File: src/rtl/mem_arbiter.sv
// Single-port memory arbiter between instruction fetch and the data stage.
// Data wins contention, but a pending fetch is granted after MAX_CONSEC data grants.
module mem_arbiter #(
   parameter int ADDR_W     = 20,
   parameter int DATA_W     = 16,
   parameter int MAX_CONSEC = 2
) (
   input  logic              clk,
   input  logic              reset,
   input  logic              if_req,
   input  logic [ADDR_W-1:0] if_addr,
   input  logic              if_flush,
   input  logic              halt,
   input  logic              d_req,
   input  logic              d_we,
   input  logic [ADDR_W-1:0] d_addr,
   input  logic [DATA_W-1:0] d_wdata,
   output logic              if_done,
   output logic [DATA_W-1:0] if_rdata,
   output logic              d_done,
   output logic [DATA_W-1:0] d_rdata,
   output logic              if_stall,
   output logic              d_stall,
   output logic              mem_en,
   output logic              mem_we,
   output logic [ADDR_W-1:0] mem_addr,
   output logic [DATA_W-1:0] mem_wdata,
   input  logic [DATA_W-1:0] mem_rdata,
   input  logic              mem_ready
);

   localparam int CW = $clog2(MAX_CONSEC + 1);
   localparam logic [CW-1:0] CMAX = CW'(MAX_CONSEC);

   localparam logic [1:0] IDLE           = 2'd0;
   localparam logic [1:0] BUSY_IF        = 2'd1;
   localparam logic [1:0] BUSY_D         = 2'd2;
   localparam logic [1:0] BUSY_IF_CANCEL = 2'd3;

   logic [1:0]        state_r;
   logic [CW-1:0]     consec_r;
   logic              if_done_r;
   logic              d_done_r;
   logic [DATA_W-1:0] if_rdata_r;
   logic [DATA_W-1:0] d_rdata_r;
   logic              mem_en_r;
   logic              mem_we_r;
   logic [ADDR_W-1:0] mem_addr_r;
   logic [DATA_W-1:0] mem_wdata_r;
   logic              if_elig_s;
   logic              d_elig_s;
   logic              grant_if_s;
   logic              grant_d_s;

   // Arbitration decision, only meaningful while idle.
   always_comb begin
      if_elig_s  = if_req & ~halt & ~if_flush & ~if_done_r;
      d_elig_s   = d_req & ~d_done_r;
      grant_if_s = 1'b0;
      grant_d_s  = 1'b0;
      if (state_r == IDLE) begin
         if (if_elig_s && (!d_elig_s || (consec_r == CMAX))) begin
            grant_if_s = 1'b1;
         end else begin
            grant_d_s = d_elig_s;
         end
      end else begin
         grant_if_s = 1'b0;
         grant_d_s  = 1'b0;
      end
   end

   // Access sequencer: latches the granted request and waits for mem_ready.
   always_ff @(posedge clk or negedge reset) begin
      if (!reset) begin
         state_r     <= IDLE;
         if_done_r   <= 1'b0;
         d_done_r    <= 1'b0;
         if_rdata_r  <= {DATA_W{1'b0}};
         d_rdata_r   <= {DATA_W{1'b0}};
         mem_en_r    <= 1'b0;
         mem_we_r    <= 1'b0;
         mem_addr_r  <= {ADDR_W{1'b0}};
         mem_wdata_r <= {DATA_W{1'b0}};
      end else begin
         if_done_r <= 1'b0;
         d_done_r  <= 1'b0;
         case (state_r)
            IDLE: begin
               if (grant_if_s) begin
                  state_r     <= BUSY_IF;
                  mem_en_r    <= 1'b1;
                  mem_we_r    <= 1'b0;
                  mem_addr_r  <= if_addr;
                  mem_wdata_r <= d_wdata;
               end else if (grant_d_s) begin
                  state_r     <= BUSY_D;
                  mem_en_r    <= 1'b1;
                  mem_we_r    <= d_we;
                  mem_addr_r  <= d_addr;
                  mem_wdata_r <= d_wdata;
               end
            end
            BUSY_IF: begin
               if (mem_ready) begin
                  state_r  <= IDLE;
                  mem_en_r <= 1'b0;
                  mem_we_r <= 1'b0;
                  // A flush coinciding with completion still cancels the fetch.
                  if (!if_flush) begin
                     if_done_r  <= 1'b1;
                     if_rdata_r <= mem_rdata;
                  end
               end else if (if_flush) begin
                  state_r <= BUSY_IF_CANCEL;
               end
            end
            BUSY_IF_CANCEL: begin
               if (mem_ready) begin
                  state_r  <= IDLE;
                  mem_en_r <= 1'b0;
                  mem_we_r <= 1'b0;
               end
            end
            BUSY_D: begin
               if (mem_ready) begin
                  state_r  <= IDLE;
                  mem_en_r <= 1'b0;
                  mem_we_r <= 1'b0;
                  d_done_r <= 1'b1;
                  if (!mem_we_r) begin
                     d_rdata_r <= mem_rdata;
                  end
               end
            end
            default: begin
               state_r  <= IDLE;
               mem_en_r <= 1'b0;
               mem_we_r <= 1'b0;
            end
         endcase
      end
   end

   // Counts data grants that overtook a waiting fetch.
   always_ff @(posedge clk or negedge reset) begin
      if (!reset) begin
         consec_r <= {CW{1'b0}};
      end else if (!if_req || grant_if_s) begin
         consec_r <= {CW{1'b0}};
      end else if (grant_d_s && (consec_r != CMAX)) begin
         consec_r <= consec_r + CW'(1);
      end
   end

   assign if_done   = if_done_r;
   assign d_done    = d_done_r;
   assign if_rdata  = if_rdata_r;
   assign d_rdata   = d_rdata_r;
   assign mem_en    = mem_en_r;
   assign mem_we    = mem_we_r;
   assign mem_addr  = mem_addr_r;
   assign mem_wdata = mem_wdata_r;
   assign if_stall  = if_req & ~if_done_r;
   assign d_stall   = d_req & ~d_done_r;

endmodule
File: config.mk
export PLATFORM = sky130hd
export DESIGN_NAME = mem_arbiter
export DESIGN_NICKNAME = d
export VERILOG_FILES = /design/src/rtl/mem_arbiter.sv
export SDC_FILE = /design/constraint.sdc
export NUM_CORES = 1
export LEC_CHECK = 0
export ABC_CLOCK_PERIOD_IN_PS = 4000
export BUFFER_PORTS_ARGS = -buffer_cell sky130_fd_sc_hd__buf_4
export CAP_MARGIN = 20
export CORE_AREA = 2 2 65 129
export CTS_BUF_LIST = sky130_fd_sc_hd__clkbuf_4 sky130_fd_sc_hd__clkbuf_8
export DETAILED_ROUTE_END_ITERATION = 8
export DIE_AREA = 0 0 67 131
export GPL_TIMING_DRIVEN = 0
export PLACE_DENSITY = 0.75
export SLEW_MARGIN = 30
export SYNTH_ARGS = -nofsm -noshare
export SYNTH_HDL_FRONTEND = slang
export SYNTH_SLANG_ARGS = --single-unit
File: constraint.sdc
create_clock -name clk -period 4 [get_ports clk]
set_input_delay 0.4 -clock clk [delete_from_list [all_inputs] [get_ports clk]]
set_output_delay 0.4 -clock clk [all_outputs]
set_load 0.05 [all_outputs]
==> results.txt, run 1 <==
Once detail routing completed, the nets flagged for antenna violations numbered 0. The post-CTS resize count was 0. The synthesized design contains 76 register bits. Clock-pin slew was measured on the worst setup and hold paths at 80 ps. Detailed placement ended at an HPWL of 5509 µm. Based on the critical path, the design can be clocked at up to 0.4242 GHz. The tools report the element type at the critical path start as a flip-flop.

The count of H-tree levels built during CTS is 3. The worst setup path is of the flip-flop to flip-flop kind. After clock tree synthesis, the setup repair step added 0 buffers. Final count of hold timing violations: 0.

In this run the tool buffered the top-level ports with 153 buffer cells. By area the synthesized netlist is led by sky130_fd_sc_hd__dfrtp_1 (58%), sky130_fd_sc_hd__mux2_2 (20%), sky130_fd_sc_hd__mux2_4 (13%). The fraction of post-synthesis cell area in the top cell type by area works out to 57.79%. The internal power summed over all cells was 2335 µW.

The horizontal die dimension is 67 µm. STA classifies the critical path endpoint as a flip-flop. The tools report the initial core utilization as 42.04%.

After detailed routing, the number of vias per cell comes to 4.893. The most used flip-flop cell after synthesis is sky130_fd_sc_hd__dfrtp_1. The tools report the buffer cell driving the clock tree root as sky130_fd_sc_hd__clkbuf_8. The total overflow left after global routing is 0.

At the worst endpoint, the arrival time is 2590 ps. For the sum of negative setup slack, the log shows 0 ps. In this run, the number of DRC markers left after iteration 0 of detailed routing was 82. In the finished design, the share of the clock period the worst path needs comes to 58.94%.

After filler insertion, the fill cell instance count of the layout stands at 660. In this run the vertical extent of the chip is 131 µm. Clock period minus worst slack: 2358 ps. Counting flops with an async set or reset pin after synthesis yields a share of 100.0%. Entering global routing, the biggest net connects 77 pins.

The region available for standard cell placement spans 0.007828 mm². The fraction of power consumed by combinational cells is 58.9%. Largest area contributor in the synthesized netlist: sky130_fd_sc_hd__dfrtp_1. The synthesized design contains 0 enable-type register cells. The number of max-slew violations in the final report is 0, and the number of warnings issued by yosys is 0. The routability congestion estimate is 0.6882.

The total vias in the final route is 2295, and the share of total power in the clock network is 11.3%. For the count of hold-fix buffers inserted at cts, the log shows 0. The number of antenna repair diodes is 0. The post-synth net total is 285. The run gives 2459 as the number of global-route vias before repair. The analysis attributes to net switching a power of 2134 µW. The tools report the static leakage as 0.002405 µW. Sink count of the clock tree: 76. Setup violations remaining at the end of the flow were counted as 0. After detailed routing, the average wire length per cell comes to 15.58 µm. The tools report the critical path data required time as 4230 ps. The run gives 7306 µm as the total wire length.

Power density relative to cell area: 942.1 mW/mm². For the worst hold margin, the log shows 71.21 ps. The logs give 0.0005036 V for the largest voltage drop on the vdd net and 11630 µm for the first-pass GRT wire length. The die covers 0.008777 mm².

The pin slew with the least headroom to its limit was 861.9 ps. The run gives 0 as the total DRC errors in the routed layout. In the post-synthesis netlist, the cell with the most instances is sky130_fd_sc_hd__dfrtp_1. The tools report the detailed-routing iteration count for the pre-antenna-repair pass as 4. Headroom to the max-slew limit came out at 41.63%. A synthesized cell averages 16.13 µm². The commonest cells after synthesis are sky130_fd_sc_hd__dfrtp_1 (76), sky130_fd_sc_hd__mux2_2 (58), sky130_fd_sc_hd__mux2_4 (28), sky130_fd_sc_hd__inv_1 (5), sky130_fd_sc_hd__buf_2 (4). Along the worst path, the maximum fanout reaches 10.

The worst clock skew came out at 6.863 ps. For the number of buffers inserted during clock tree synthesis, the log shows 9. The share of total power dissipated in sequential elements is 29.8%. The post-synthesis cell type count was 28. The synthesized instance count came out at 204.

Setup repair after global routing left no endpoint under its margin. The initial antenna violation count was 0. The run gives 0 as the number of maximum-capacitance constraint violations. The area growth from synthesis to layout is 44.18%. The tools report the total global routing track utilization as 17.62%. Sequential elements use 57.79% of the synthesized area. The clock latency at the later pin of the worst-skew pair was 350 ps. The site row count was 46. TritonCTS built the clock tree.

In the final layout, the share of cells above drive strength 1 is 71.31%. Type of the worst min-delay path: input port to asynchronous set/reset pin. The run finished with clean final reports. After synthesis the cells add up to 0.003291 mm². The count of pins on the block boundary was 154; the number of nets at the end of the flow was 449. No sink is reached through more buffers than the 2 on the longest clock path. The switching portion of total power was 47.75%.
## power groups by stage
| stage | registers [µW] | clock network, µW | logic (µW) |
|---|---|---|---|
| 2_1_floorplan | 2560 | 0 | 623 |
| 3_3_place_gp | 1320 | 0 | 2620 |
| 3_5_place_dp | 1340 | 0 | 2650 |
| 4_1_cts | 1330 | 528 | 2650 |
| 5_1_grt | 1380 | 565 | 2750 |
| 6_report | 1330 | 507 | 2630 |
## cell type report
class / instances / area [µm²] / share of cell area [%]
sequential: 76 / 1902 / 40.08
multi-input combinational: 114 / 1305 / 27.51
timing repair buffer: 153 / 1152 / 24.29
clock buffer: 10 / 131.4 / 2.769
tap: 96 / 120.1 / 2.532
buffer: 9 / 73.82 / 1.556
clock inverter: 6 / 41.29 / 0.8703
inverter: 5 / 18.77 / 0.3956
## flip-flops by register name, indices dropped and copies added, names as in the netlist
register / cells
d_done: 1
mem_we: 1
if_done: 1
state_r: 2
mem_addr: 20
mem_en: 1
consec_r: 2
d_rdata: 16
if_rdata: 16
mem_wdata: 16
## kinds of logic after synthesis
kind of cell               Yosys count  share of synthesized area (%)
and+or+nand+nor                     11                          2.662
muxes                               88                          33.23
buffers and inverters               14                          2.814
DFF                                 76                          57.79
AOI/OAI and AO/OA                   14                          3.118
adders and majority gates            1                         0.3802
## cell usage in the layout, fill, tap and decap left out, drive strengths merged
| cell | Yosys | routed |
|---|---|---|
| mux2 | 86 | 86 |
| or4b | 1 | 1 |
| and3b | 1 | 1 |
| o21ai | 2 | 2 |
| o211a | 2 | 2 |
| a22o | 1 | 1 |
| or2 | 1 | 1 |
| clkinv | 0 | 3 |
| ha | 1 | 1 |
| o21a | 2 | 2 |
| buf | 8 | 161 |
| o311ai | 1 | 1 |
| nor4b | 2 | 2 |
| a22oi | 1 | 1 |
| clkinvlp | 0 | 3 |
| nor2 | 1 | 1 |
| inv | 5 | 5 |
| a21oi | 2 | 2 |
| nor3 | 2 | 2 |
| nor2b | 3 | 3 |
| o21bai | 2 | 2 |
| mux2i | 2 | 2 |
| dfrtp | 76 | 76 |
| clkbuf | 1 | 11 |
| o31ai | 1 | 1 |
## worst max-delay path, stage by stage, from the launching register on
cell,delay [ps]
sky130_fd_sc_hd__dfrtp_1,380
sky130_fd_sc_hd__inv_1,50
sky130_fd_sc_hd__ha_1,250
sky130_fd_sc_hd__o311ai_1,740
sky130_fd_sc_hd__buf_2,450
sky130_fd_sc_hd__mux2_2,380
## per-layer routing
metal / up-vias / share of wire (%) / track usage (%)
met2: 128 / 45 / 26.67
met4: 0 / 1.6 / 6.483
met1: 1102 / 41 / 22.29
met5: - / 0 / 0
li1: 1058 / - / -
met3: 7 / 12 / 7.620
## path summary, 6_finish.rpt
path,start,endpoint,slack (ps),depth (start not counted)
setup / recovery,consec_r[0],mem_addr[4],1640,5
hold / removal,reset,mem_wdata[10],70,1
setup reg to reg,consec_r[0],mem_addr[4],1640,5
hold reg to reg,d_rdata[13],d_rdata[13],510,1
max in group asynchronous,reset,mem_addr[12],3470,1
min in group clk,mem_ready,state_r[1],270,2
## through the flow
| step | setup slack [ps] | total power (µW) | cells | instance area [µm²] | utilization (%) |
|---|---|---|---|---|---|
| CTS | 1588 | 4514 | 469 | 4732 | 60.45 |
| global placement | 1698 | 3936 | 453 | 4559 | 58.25 |
| finish | 1642 | 4470 | 469 | 4745 | 60.61 |
| global route | 1474 | 4693 | 469 | 4745 | 60.61 |
| floorplan | 1538 | 3185 | 204 | 3291 | - |
| detailed placement | 1571 | 3991 | 453 | 4559 | 58.25 |
Power figures use the tool's default switching activity.
==> run 2: changes to the inputs <==
Settings changed: ABC_CLOCK_PERIOD_IN_PS 4000 to 1900, PLACE_DENSITY 0.75 to 0.78.
Clock period 4 ns to 1.9 ns, I/O delays scaled along.
==> results.txt, run 2 (same netlist as run 1, synthesis figures left out) <==
Traced cell by cell, the critical path runs through or4b_4 > buf_8 > mux2_4 > mux2_4. The detailed placement HPWL is 5717 µm (+3.8%), and the relative slew slack is 55.61% (+14 points). The area used by multi-input combinational logic was 0.001350 mm² (+3.5%); the summed area of non-filler cells in the final layout was 0.004972 mm² (+4.8%).

The worst hold path endpoint was state_r[1]. For the count of pins on the block boundary, the log shows 154 (unchanged). The run gives 4 (unchanged) as the detailed-routing iteration count for the pre-antenna-repair pass.

The run gives 7950 µm (+8.8%) as the total wire length. The run finished with clean final reports. For the register area, the log shows 0.001906 mm² (+0.20%). The clock period minus worst slack was 1896 ps (-461.3 ps); the sink count of the clock tree was 76 (unchanged). The run gives 0 (unchanged) as the number of max-slew violations in the final report. The worst setup path is launched from a flip-flop. Leaving out fill and tap cells, the most frequent cell in the layout is sky130_fd_sc_hd__buf_4.

The post-route clock period utilization was 99.81% (+41 points); the worst hold margin was 65.82 ps (-5.387 ps). The initial antenna violation count is 0 (unchanged), and the core area is 0.007828 mm² (unchanged). In the layout the commonest cells are sky130_fd_sc_hd__buf_4 (168), sky130_fd_sc_hd__dfrtp_1 (73), sky130_fd_sc_hd__mux2_2 (57). Along the worst hold path, the cell count comes to 2. The buffer levels on the longest clock path was 2 (unchanged). Start-to-end type of the worst setup path: flip-flop to flip-flop. For the data arrival at the endpoint of the critical path, the log shows 2120 ps (-470 ps). Setup repair after global routing could not meet its margin everywhere. The largest voltage drop on the vdd net was 0.001073 V (+110%); the number of antenna repair diodes was 0 (unchanged).

For the count of final setup violators, the log shows 0 (unchanged). Counting stages on the worst path, the most repeated cell is sky130_fd_sc_hd__mux2_4. The buffer cell driving the clock tree root was sky130_fd_sc_hd__clkbuf_8. The count of fill cells added during filler insertion came out at 619 (-6.2%). The logs give 0.004576 mm² (+0.36%) for the instance area at placement and 0 (unchanged) for the sum of overflow across all layers after global routing. The power density relative to cell area came out at 1938 mW/mm² (+110%). The tools report the initial core utilization as 42.04% (unchanged). The tools report the count of H-tree levels built during CTS as 3 (unchanged). The detailed-route vias per instance was 4.901 (+0.16%). The pin slew with the least headroom to its limit came out at 665.8 ps (-196.1 ps). The number of global-route vias before repair is 2505 (+1.9%).

The number of input and output port buffers inserted was 153 (unchanged); the critical path data required time was 2130 ps (-2100 ps). The post-CTS clock slew at the launch and capture registers of the worst setup and hold paths works out to 70 ps (about the same). Type of the worst min-delay path: input port to flip-flop.

The post-route antenna net violation count is 0 (unchanged). Number of cells on the worst reg-to-reg path: 4 (-1). TritonCTS built the clock tree. The run gives 12260 µm (+5.5%) as the first-pass GRT wire length. The fraction of layout cells with a size suffix above 1 was 74.87% (+3.6 points). The area growth from synthesis to layout is 51.10%. The cell at the slowest stage of the critical path was sky130_fd_sc_hd__or4b_4. The static leakage is 0.002532 µW (+5.3%). Maximum number of pins on one net before global-route repair: 77 (unchanged). In this run the critical register-to-register path is captured at mem_addr[17]. Die height: 131 µm (unchanged). The logs give 0.6982 (+1.5%) for the routability congestion estimate and 0.5273 GHz (+24%) for the maximum clock frequency. The worst clock skew is 7.013 ps (+0.1500 ps).

The clock latency at the later pin of the worst-skew pair was 340 ps (about the same); the DRC marker count from the first detailed-route iteration was 78 (-4.9%). The largest fanout on the critical path is 7 (-3). The site row count is 46 (unchanged), and the total vias in the final route is 2382 (+3.8%).

The logs give 0 (unchanged) for the number of maximum-capacitance constraint violations and 9 (unchanged) for the number of buffers inserted during clock tree synthesis. The startpoint of the worst-slack reg-to-reg timing path is state_r[1]. The logs give 4 ps (-1640 ps) for the minimum setup slack among reg-to-reg paths and 0 (unchanged) for the total DRC errors in the routed layout. The flip-flop count of the largest register, all copies and words added is 20 (unchanged). The sort of element at the end of the critical path was a flip-flop. The tools report the total global routing track utilization as 18.94% (+1.3 points). The number of nets at the end of the flow was 466 (+3.8%); the total chip power was 9634 µW (+120%). Die area: 0.008777 mm² (unchanged). The horizontal die dimension works out to 67 µm (unchanged). The final count of hold timing violations is 0 (unchanged), and the maximum single-stage delay on the critical path is 630 ps (-110 ps). The routed length per instance came out at 16.36 µm (+5.0%). The worst hold path begins at mem_ready.
[run 2: changes by cell type in the layout (fill, tap and decap cells not counted), sizes merged]
cell,delta
clkinv,-1
clkinvlp,-3
clkbuf,+3
dlygate4sd3,+1
buf,+17
[run 2: worst max-delay path by stage]
| stage | end | from | slack [ps] | depth (start not counted) |
|---|---|---|---|---|
| 6_report | mem_addr[17] | state_r[1] | 4 | 4 |
| 3_3_place_gp | mem_addr[4] | consec_r[0] | -380 | 5 |
| 2_1_floorplan | mem_addr[13] | d_done | -60 | 5 |
| 3_5_place_dp | mem_addr[3] | consec_r[0] | -460 | 5 |
| 5_1_grt | mem_addr[5] | state_r[1] | -50 | 4 |
| 4_1_cts | mem_addr[17] | state_r[0] | -30 | 5 |
[run 2: cell type report]
cell class / count / area share (%)
plain buffers: 8 / 1.736
clock buffers: 14 / 3.372
clock inverters: 2 / 0.2013
inverters: 5 / 0.3775
multi-input cells: 114 / 27.15
flip-flops and latches: 76 / 38.32
well taps: 96 / 2.416
repair buffers: 171 / 26.42
[run 2: metrics by stage]
step	setup TNS (ps)	cells	utilization (%)	worst slack, ps
after floorplan	-942.2	204	-	-64.16
after global placement	-8443	453	58.46	-378.9
after detailed placement	-11650	453	58.46	-456.2
after CTS	-326.4	479	62.48	-32.63
after global routing	-740.3	486	63.52	-48.21
final	0	486	63.52	3.632
[run 2: critical path: cells and delay by family (launching register included)]
| family | cells | cell delay (ps) |
|---|---|---|
| buf+inv | 1 | 180 |
| flops | 1 | 420 |
| mux | 2 | 550 |
| simple gates | 1 | 630 |
[run 2: where the power goes]
group | switching (µW) | total [µW] | internal [µW] | leakage (µW)
Sequential | 434 | 2810 | 2380 | 0.000911
Combinational | 3560 | 5730 | 2170 | 0.00152
Clock | 531 | 1100 | 565 | 0.0000981
Total | 4520 | 9630 | 5110 | 0.00253
[run 2: timing repair]
| action | in CTS | in global routing |
|---|---|---|
| hold buffers | 0 | 1 |
| buffers inserted | 9 | 6 |
| resized for setup | 11 | 12 |
| gates cloned | 1 | 1 |
| pin swaps | 1 | 2 |
| endpoints found under the setup margin | 49 | 41 |
| hold endpoints to repair | 0 | 76 |
[run 2: metal layers]
metal,global-route usage [%],vias up,share of wire [%]
met2,29.24,134,48
met1,23.46,1143,39
met5,0,-,0
met4,7.203,0,1.4
met3,7.962,11,12
li1,-,1094,-
==> run 3: changes to the inputs <==
Settings changed: CELL_PAD_IN_SITES_DETAIL_PLACEMENT from default to 1, CELL_PAD_IN_SITES_GLOBAL_PLACEMENT from default to 1, CORE_AREA 2 2 65 129 to 2 2 73 145, DIE_AREA 0 0 67 131 to 0 0 75 147.
==> results.txt, run 3 (same netlist as run 1, synthesis figures left out) <==
The horizontal die dimension was 75 µm (+12%); the maximum clock frequency was 0.5278 GHz (about the same). The clock period minus worst slack is 1895 ps (-1.734 ps), and the total chip power is 9794 µW (+1.7%). The routed length per instance came out at 17.23 µm (+5.3%). Leaving out fill and tap cells, the most frequent cell in the layout is sky130_fd_sc_hd__buf_4. The detailed-route vias per instance was 4.641 (-5.3%); the post-route clock period utilization was 99.72% (about the same). The tightest min-delay check is of the input port to flip-flop type.

The run gives 0.7945 (+14%) as the routability congestion estimate. The initial core utilization is 33.06% (-9.0 points), and the worst clock skew is 7.794 ps (+0.7805 ps). The logs give 0 (unchanged) for the number of max-slew violations in the final report and 0.005031 mm² (+1.2%) for the summed area of non-filler cells in the final layout. The largest voltage drop on the vdd net came out at 0.001034 V (-3.6%). The final count of hold timing violations came out at 0 (unchanged). For the count of pins on the block boundary, the log shows 154 (unchanged). Die height: 147 µm (+12%). Number of nets at the end of the flow: 468 (+0.43%). The power density relative to cell area was 1947 mW/mm² (+0.47%).

The clock latency at the later pin of the worst-skew pair came out at 350 ps (about the same). The run gives 52 (+13%) as the site row count. The run gives -441.4 ps (+14.80 ps) as the post-placement worst setup slack. The worst setup path is launched from a flip-flop. For the final design utilization, the log shows 50.54% (-13 points).

The startpoint identified for the worst register-to-register timing path is state_r[0]. The count of final setup violators was 0 (unchanged); the total wire length was 9062 µm (+14%). Number of global-route vias before repair: 2758 (+10%).

The tools report the total global routing track utilization as 16.86% (-2.1 points). The library cells used most frequently in the layout, excluding fill and tap cells, are sky130_fd_sc_hd__buf_4 (171), sky130_fd_sc_hd__dfrtp_1 (73), sky130_fd_sc_hd__mux2_2 (58). The initial antenna violation count is 0 (unchanged). The maximum number of pins on one net before global-route repair is 77 (unchanged), and the static leakage is 0.002532 µW (about the same). The number of buffers inserted during clock tree synthesis was 9 (unchanged). The worst min-delay path startpoint was d_we.

For the first-pass GRT wire length, the log shows 14100 µm (+15%). The run gives 0.009955 mm² (+27%) as the core area. The minimum setup slack among reg-to-reg paths was 5 ps (about the same); the worst path setup slack after routing was 5.365 ps (+1.734 ps).

The cell sitting at the root of the clock tree is a sky130_fd_sc_hd__clkbuf_8. The tools report the critical path data required time as 2130 ps (about the same). The count of H-tree levels built during CTS was 3 (unchanged); the total vias in the final route was 2441 (+2.5%). The sum of overflow across all layers after global routing came out at 0 (unchanged). The tools report the DRC marker count from the first detailed-route iteration as 40 (-49%). The run gives 0 (unchanged) as the total DRC errors in the routed layout. The die area is 0.01103 mm² (+26%). The endpoint identified for the worst register-to-register timing path is mem_addr[14]. The tools report the number of maximum-capacitance constraint violations as 0 (unchanged).

TritonCTS built the clock tree. The largest fanout on the critical path is 10 (+3). The run gives 53.15% (-2.5 points) as the relative slew slack.

The tools report the post-route antenna net violation count as 0 (unchanged). The pin slew with the least headroom to its limit was 702.7 ps (+36.94 ps). The area growth from synthesis to layout is 52.89%. The fraction of layout cells with a size suffix above 1 was 74.94% (about the same); the sum of negative setup slack was 0 ps (unchanged). Sort of element at the end of the critical path: a flip-flop. The instance area at placement came out at 0.004633 mm² (+1.3%). Setup repair after global routing could not meet its margin everywhere. The detailed placement HPWL is 6728 µm (+18%), and the number of cells on the worst reg-to-reg path is 4 (unchanged). The count of fill cells added during filler insertion was 1037 (+68%); the flip-flop count of the largest register, all copies and words added was 20 (unchanged).

The number of cells on the worst hold path works out to 2 (unchanged). The path with the worst hold slack has its endpoint at mem_we. The flow ran to the end, and the final reports show no timing, DRC or antenna violations.

The number of input and output port buffers inserted was 153 (unchanged). The sink count of the clock tree is 76 (unchanged), and the post-CTS clock slew at the launch and capture registers of the worst setup and hold paths is 70 ps (about the same). The number of antenna repair diodes was 0 (unchanged).

The critical path in this run is classified as flip-flop to flip-flop. The logs give 2120 ps (about the same) for the data arrival at the endpoint of the critical path and 2 (unchanged) for the buffer levels on the longest clock path. Detailed-routing iteration count for the pre-antenna-repair pass: 3 (-1).
==> run 3: power breakdown <==
group / switching [µW] / internal [µW]
clock: 553 / 678
combinational: 3580 / 2160
sequential: 446 / 2380
total: 4580 / 5210
==> run 3: how the worst max path moves through the flow <==
stage	startpoint	end	cells past startpoint
floorplan	d_done	mem_addr[13]	5
finish	state_r[0]	mem_addr[14]	4
global placement	state_r[0]	if_rdata[4]	4
detailed placement	consec_r[0]	mem_addr[3]	5
global route	if_done	mem_addr[14]	5
CTS	state_r[1]	mem_addr[14]	4
==> run 3: critical path, cell delays in order, from the launching register on <==
cell and delay [ps]:
sky130_fd_sc_hd__dfrtp_2 430, sky130_fd_sc_hd__or4b_4 600, sky130_fd_sc_hd__buf_12 180, sky130_fd_sc_hd__mux2_4 300, sky130_fd_sc_hd__mux2_4 260
==> run 3: repair_timing <==
item                                    CTS  global route
pin swaps                                 1             3
endpoints found under the setup margin   42            47
cloned                                    0             1
endpoints found under the hold margin     0            76
hold buffers                              0             1
buffers inserted                          7            11
gates resized for setup                  11             7
==> run 3: per-layer routing <==
metal  wire, µm  up-vias  track usage (%)  share of wire [%]
met3       1052       14            6.790                 12
met4        171        0            6.696                1.9
li1           -     1097                -                  -
met2       4505      138            27.15                 50
met5          0        -                0                  0
met1       3334     1192            19.51                 37
==> run 3: final cells by class <==
class	instances	area, µm²	share of cell area [%]
Timing Repair Buffer	173	1303	25.89
Buffer	8	93.84	1.865
Multi-Input combinational cell	114	1346	26.76
Sequential cell	76	1906	37.88
Inverter	5	18.77	0.3730
Clock buffer	13	160.2	3.183
Tap cell	135	168.9	3.357
Clock inverter	2	35.03	0.6963
==> run 3: stage by stage <==
stage          std cells  hold slack (ps)
6_report             526            68.07
2_1_floorplan        204           -105.6
4_1_cts              513            24.26
3_5_place_dp         492            417.6
5_1_grt              526            48.89
3_3_place_gp         492            382.1
